`src/rtl/sop_pkg.sv`:
```
//------------------------------------------------------------------------------
// sop_pkg -- shared constants and FSM encoding for the SOP sweep controller
// Revision: 1.0
//------------------------------------------------------------------------------
`default_nettype none

package sop_pkg;
  localparam int N_VEC = 32;
  localparam int IDX_W = 5;
  localparam int CNT_W = 6;

  localparam logic [1:0] ST_IDLE   = 2'd0;
  localparam logic [1:0] ST_APPLY  = 2'd1;
  localparam logic [1:0] ST_SAMPLE = 2'd2;
  localparam logic [1:0] ST_DONE   = 2'd3;
endpackage

`default_nettype wire

```
`src/rtl/sop_mismatch_log.sv`:
```
//------------------------------------------------------------------------------
// sop_mismatch_log -- counts mismatching vectors and records the lowest one
// Revision: 1.0
//------------------------------------------------------------------------------
`default_nettype none

module sop_mismatch_log
  import sop_pkg::*;
(
  input  logic             clk,
  input  logic             rst,
  input  logic             clr,
  input  logic             sample_en,
  input  logic             mismatch,
  input  logic [IDX_W-1:0] idx,
  output logic [CNT_W-1:0] fail_count,
  output logic [IDX_W-1:0] first_fail_idx,
  output logic             fail_valid
);

  logic [CNT_W-1:0] fail_count_q, fail_count_d;
  logic [IDX_W-1:0] first_fail_idx_q, first_fail_idx_d;
  logic             fail_valid_q, fail_valid_d;

  always_comb begin
    fail_count_d     = fail_count_q;
    first_fail_idx_d = first_fail_idx_q;
    fail_valid_d     = fail_valid_q;
    if (clr) begin
      fail_count_d     = '0;
      first_fail_idx_d = '0;
      fail_valid_d     = 1'b0;
    end else if (sample_en && mismatch) begin
      // Saturate rather than wrap; 32 is the largest reachable count.
      if (fail_count_q != CNT_W'(N_VEC)) begin
        fail_count_d = fail_count_q + 1'b1;
      end
      if (!fail_valid_q) begin
        first_fail_idx_d = idx;
        fail_valid_d     = 1'b1;
      end
    end
  end

  always_ff @(posedge clk) begin
    if (rst) begin
      fail_count_q     <= '0;
      first_fail_idx_q <= '0;
      fail_valid_q     <= 1'b0;
    end else begin
      fail_count_q     <= fail_count_d;
      first_fail_idx_q <= first_fail_idx_d;
      fail_valid_q     <= fail_valid_d;
    end
  end

  assign fail_count     = fail_count_q;
  assign first_fail_idx = first_fail_idx_q;
  assign fail_valid     = fail_valid_q;

endmodule

`default_nettype wire

```
`src/rtl/sop_sweep_ctrl.sv`:
```
//------------------------------------------------------------------------------
// sop_sweep_ctrl -- exhaustive 32-vector sweep of a 5-input SOP block
// Revision: 1.0
//------------------------------------------------------------------------------
`default_nettype none

module sop_sweep_ctrl
  import sop_pkg::*;
#(
  parameter int SETTLE = 1
) (
  input  logic             clk,
  input  logic             rst,
  input  logic             start,
  input  logic             abort,
  input  logic [31:0]      expect_mask,
  output logic             a,
  output logic             b,
  output logic             c,
  output logic             d,
  output logic             e,
  input  logic             sop_out,
  output logic             busy,
  output logic             done,
  output logic             pass,
  output logic [31:0]      truth,
  output logic [CNT_W-1:0] fail_count,
  output logic [IDX_W-1:0] first_fail_idx,
  output logic             fail_valid
);

  logic [1:0]       state_q, state_d;
  logic [IDX_W-1:0] idx_q, idx_d;
  logic [3:0]       settle_q, settle_d;
  logic [31:0]      expect_q, expect_d;
  logic [31:0]      truth_q, truth_d;
  logic             pass_q, pass_d;
  logic             log_clr;
  logic             log_en;

  always_comb begin
    state_d  = state_q;
    idx_d    = idx_q;
    settle_d = settle_q;
    expect_d = expect_q;
    truth_d  = truth_q;
    pass_d   = pass_q;
    log_clr  = 1'b0;
    log_en   = 1'b0;
    case (state_q)
      ST_IDLE: begin
        if (start && !abort) begin
          state_d  = ST_APPLY;
          idx_d    = '0;
          settle_d = '0;
          truth_d  = '0;
          pass_d   = 1'b0;
          expect_d = expect_mask;
          log_clr  = 1'b1;
        end
      end
      ST_APPLY: begin
        if (abort) begin
          state_d  = ST_IDLE;
          settle_d = '0;
        end else if (settle_q == 4'(SETTLE - 1)) begin
          state_d  = ST_SAMPLE;
          settle_d = '0;
        end else begin
          settle_d = settle_q + 1'b1;
        end
      end
      ST_SAMPLE: begin
        if (abort) begin
          state_d = ST_IDLE;
        end else begin
          truth_d[idx_q] = sop_out;
          log_en         = 1'b1;
          if (idx_q == IDX_W'(N_VEC - 1)) begin
            state_d = ST_DONE;
          end else begin
            idx_d   = idx_q + 1'b1;
            state_d = ST_APPLY;
          end
        end
      end
      default: begin
        pass_d  = (fail_count == '0);
        state_d = ST_IDLE;
      end
    endcase
  end

  always_ff @(posedge clk) begin
    if (rst) begin
      state_q  <= ST_IDLE;
      idx_q    <= '0;
      settle_q <= '0;
      expect_q <= '0;
      truth_q  <= '0;
      pass_q   <= 1'b0;
    end else begin
      state_q  <= state_d;
      idx_q    <= idx_d;
      settle_q <= settle_d;
      expect_q <= expect_d;
      truth_q  <= truth_d;
      pass_q   <= pass_d;
    end
  end

  sop_mismatch_log u_log (
    .clk            (clk),
    .rst            (rst),
    .clr            (log_clr),
    .sample_en      (log_en),
    .mismatch       (sop_out != expect_q[idx_q]),
    .idx            (idx_q),
    .fail_count     (fail_count),
    .first_fail_idx (first_fail_idx),
    .fail_valid     (fail_valid)
  );

  // Vector is only driven while a sweep is stepping; zero in IDLE and DONE.
  assign {a, b, c, d, e} = (state_q == ST_APPLY || state_q == ST_SAMPLE) ? idx_q : '0;
  assign busy  = (state_q != ST_IDLE);
  assign done  = (state_q == ST_DONE);
  // Pass becomes visible in the DONE cycle itself, then is held by pass_q.
  assign pass  = pass_q | (done && (fail_count == '0));
  assign truth = truth_q;

endmodule

`default_nettype wire

```
`config.mk`:
```
export PLATFORM = sky130hd
export DESIGN_NAME = sop_sweep_ctrl
export DESIGN_NICKNAME = d
export VERILOG_FILES = /design/src/rtl/sop_pkg.sv /design/src/rtl/sop_mismatch_log.sv /design/src/rtl/sop_sweep_ctrl.sv
export SDC_FILE = /design/constraint.sdc
export NUM_CORES = 1
export LEC_CHECK = 0
export ABC_AREA = 1
export CORE_MARGIN = 3
export CORE_UTILIZATION = 30
export CTS_BUF_LIST = sky130_fd_sc_hd__clkbuf_8
export CTS_CLUSTER_DIAMETER = 80
export DETAILED_ROUTE_END_ITERATION = 10
export DONT_BUFFER_PORTS = 1
export PLACE_DENSITY_LB_ADDON = 0.1
export SLEW_MARGIN = 5
export SYNTH_ARGS = -nofsm -noshare
export SYNTH_HDL_FRONTEND = slang
export SYNTH_SLANG_ARGS = --single-unit
```
`constraint.sdc`:
```
create_clock -name clk -period 2.7 [get_ports clk]
set_clock_uncertainty 0.15 [all_clocks]
set_input_delay 0.54 -clock clk [delete_from_list [all_inputs] [get_ports clk]]
set_output_delay 0.54 -clock clk [all_outputs]
set_load 0.02 [all_outputs]
```
==> flow_summary.ini <==
[status]
status = finished clean

[drt]
drt_iter0_markers = 300
drc = 0
dr.pass1.iters = 4
vias = 3883
drt-total-wl_um = 11800
via_per_inst = 4.79
wl_per_cell_um = 14.5
ant_nets = 0

[floorplanning]
die_h_um = 126
die_w_um = 126
top_level_ports = 89
design.die.area_sq_um = 15800
num_rows = 43
core_area_sq_um = 13900
start_util_pct = 30.7

[timing]
maxSlewViolCount = 0
rsz0062_at_grt = false
finalCritPeriodShare_pct = 89.3
fmax_mhz = 415
finalSetupTns_ns = 0
finalHoldViolations = 0
worst_pin_slew_ns = 0.503
finalWorstSetupSlack_ns = 0.290
setup_viol = 0
slew_headroom_pct = 66.1
timing.hold.ws_ns = 0.0649
fin_crit_ns = 2.41

[cts]
numCtsBuffers = 9
ctsResizeCount = 0
htreeDepth = 3
path_clk_slew_ns = 0.09
cts_tree = built
cts_root_buf = clkbuf_8
cts_sinks = 88
cts_setup_buffers = 0
clk_latency_ns = 0.38
clock_path_buffers = 2
cts_hold_buf = 0

[hold_path]
hold-path-endpoint = truth[9]
holdCritPathClass = input pin to flop
hold_path_depth = 1
worstHoldStart = rst

[synth]
yosysUniqueCellTypes = 27
synth-async-reset-ratio_pct = 0
ys.flop_type = dfxtp_1
synth_edf_count = 0
ys_seq_area_share_pct = 41.1
yosys_warnings = 0
syn_nets = 684
syn_area_per_cell_sq_um = 6.76
netlist_instances = 634
ys_ff_latch = 88
synth_area_sq_um = 4280

[setup_path]
crit_fanout = 9
r2r_end = idx_q[3]
critPathSlowestCell = dfxtp_1
path_common_cell = inv_1
path_buf_inv = 4
critPathKind = flop to flop
r2r-start = state_q[0]
worstSetupEndpointType = flop
regToRegSetupSlack_ns = 0.29
critPathTopFamily = buffers and inverters
reg2reg_depth = 10
crit_arrival_ns = 2.53
required_ns = 2.82
slowest_delay_ns = 0.37
cp-start-kind = flop
path_cells = inv_1 -> ha_1 -> inv_1 -> a21oi_1 -> inv_1 -> nand2_1 -> a21oi_1 -> clkinv_1 -> o21ai_2 -> nor3_1

[layout]
final_cells = 811
final_util_pct = 33.4
num-nets-final = 677
n_antenna_cell = 0
layout_common_cells = 155 x nand2_1, 88 x dfxtp_1, 80 x a21oi_1
area_growth_pct = 8.56
final_common_cell = nand2_1
design_area_sq_um = 4650
nFillCells = 1506
drive_gt1_share_pct = 5.71

[pwr]
power_density_nw_per_um2 = 810
combinationalPowerShare_pct = 36.7
p_sw_mw = 1.55
p_seq_share_pct = 40.5
clkPwrFrac_pct = 22.8
internal_power_mw = 2.22
swShare_pct = 41.1
ir_drop_mv = 0.236
power_mw = 3.77
power.leakage_nw = 1.86

[job]
max_cap_viol_count = 0

[grt]
met1_usage_pct = 20.0
overflow = 0
grt_pass1_wl_um = 19300
antenna_found_initial = 0
grt_max_degree = 65
top_usage_layer = met2
track_usage_pct = 15.2
grt_use_met2_pct = 23.6
use_met3_pct = 4.96
grt_pass1_vias = 3817

[placed_design]
place_ws_ns = 0.294
gp_congestion = 0.824
dp_hpwl_um = 8110
dpl.cell_count = 796
dpl_cell_area_sq_um = 4480
numPortBuffers = 0
-- registers in the layout, indices dropped and copies added (netlist names) --
register,cells
expect_q,32
truth,32
u_log.fail_count,6
idx_q,5
u_log.first_fail_idx,5
settle_q,4
state_q,2
pass_q,1
u_log.fail_valid,1
-- power groups by stage --
| stage | logic (mW) | clock network [mW] | registers, mW |
|---|---|---|---|
| global placement | 1.38 | 0 | 1.56 |
| finish | 1.38 | 0.860 | 1.53 |
| detailed placement | 1.39 | 0 | 1.56 |
| floorplan | 1.06 | 0 | 1.54 |
| CTS | 1.40 | 0.900 | 1.53 |
| global route | 1.60 | 0.955 | 1.54 |
-- kinds of logic (layout without fill, tap and decap cells) --
group | Yosys count | count (layout) | share of synthesized area [%]
buffers and inverters | 109 | 106 | 9.99
DFF | 88 | 88 | 41.1
and+or+nand+nor | 262 | 262 | 25.0
xor gates and xnor gates | 6 | 6 | 1.23
adders and majority gates | 13 | 13 | 3.80
AOI/OAI and AO/OA | 156 | 156 | 18.9
-- worst max-delay path by stage --
| stage | start | to | cells past startpoint |
|---|---|---|---|
| 4_1_cts | state_q[0] | idx_q[3] | 10 |
| 6_report | state_q[0] | idx_q[3] | 10 |
| 3_5_place_dp | state_q[0] | idx_q[3] | 10 |
| 5_1_grt | state_q[0] | idx_q[1] | 10 |
| 2_1_floorplan | state_q[0] | idx_q[3] | 10 |
| 3_3_place_gp | state_q[0] | idx_q[3] | 11 |
-- area by class of cell --
cell class | count | area, sq um | area share, %
multi-input cells | 437 | 2100 | 45.1
flip-flops and latches | 88 | 1760 | 37.9
inverters | 81 | 304 | 6.54
well taps | 180 | 225 | 4.84
clock buffers | 11 | 151 | 3.26
repair buffers | 10 | 87.6 | 1.88
clock inverters | 4 | 21.3 | 0.457
-- synthesized netlist by cell type (2+ instances only) --
master / n / share of area (%)
nand3_1: 21 / 2.5
clkinv_1: 2 / 0.18
a21oi_1: 80 / 9.3
xor2_1: 6 / 1.2
buf_2: 6 / 0.70
nand2_1: 155 / 14
o21ai_0: 69 / 8.1
nor3_1: 8 / 0.93
a211oi_1: 3 / 0.53
inv_1: 77 / 6.7
nor2_2: 3 / 0.44
clkbuf_1: 20 / 1.8
dfxtp_1: 88 / 41
nor2_1: 64 / 5.6
ha_1: 13 / 3.8
nand4_1: 7 / 1.0
inv_2: 2 / 0.18
-- layer usage --
| layer | share of wire [%] | wire [um] | vias up |
|---|---|---|---|
| li1 | - | - | 2007 |
| met1 | 48 | 5640 | 1780 |
| met2 | 45 | 5280 | 86 |
| met3 | 5.8 | 686 | 10 |
| met4 | 1.2 | 143 | 0 |
| met5 | 0 | 0 | - |
Note: power is estimated with default switching activity, not from simulation.
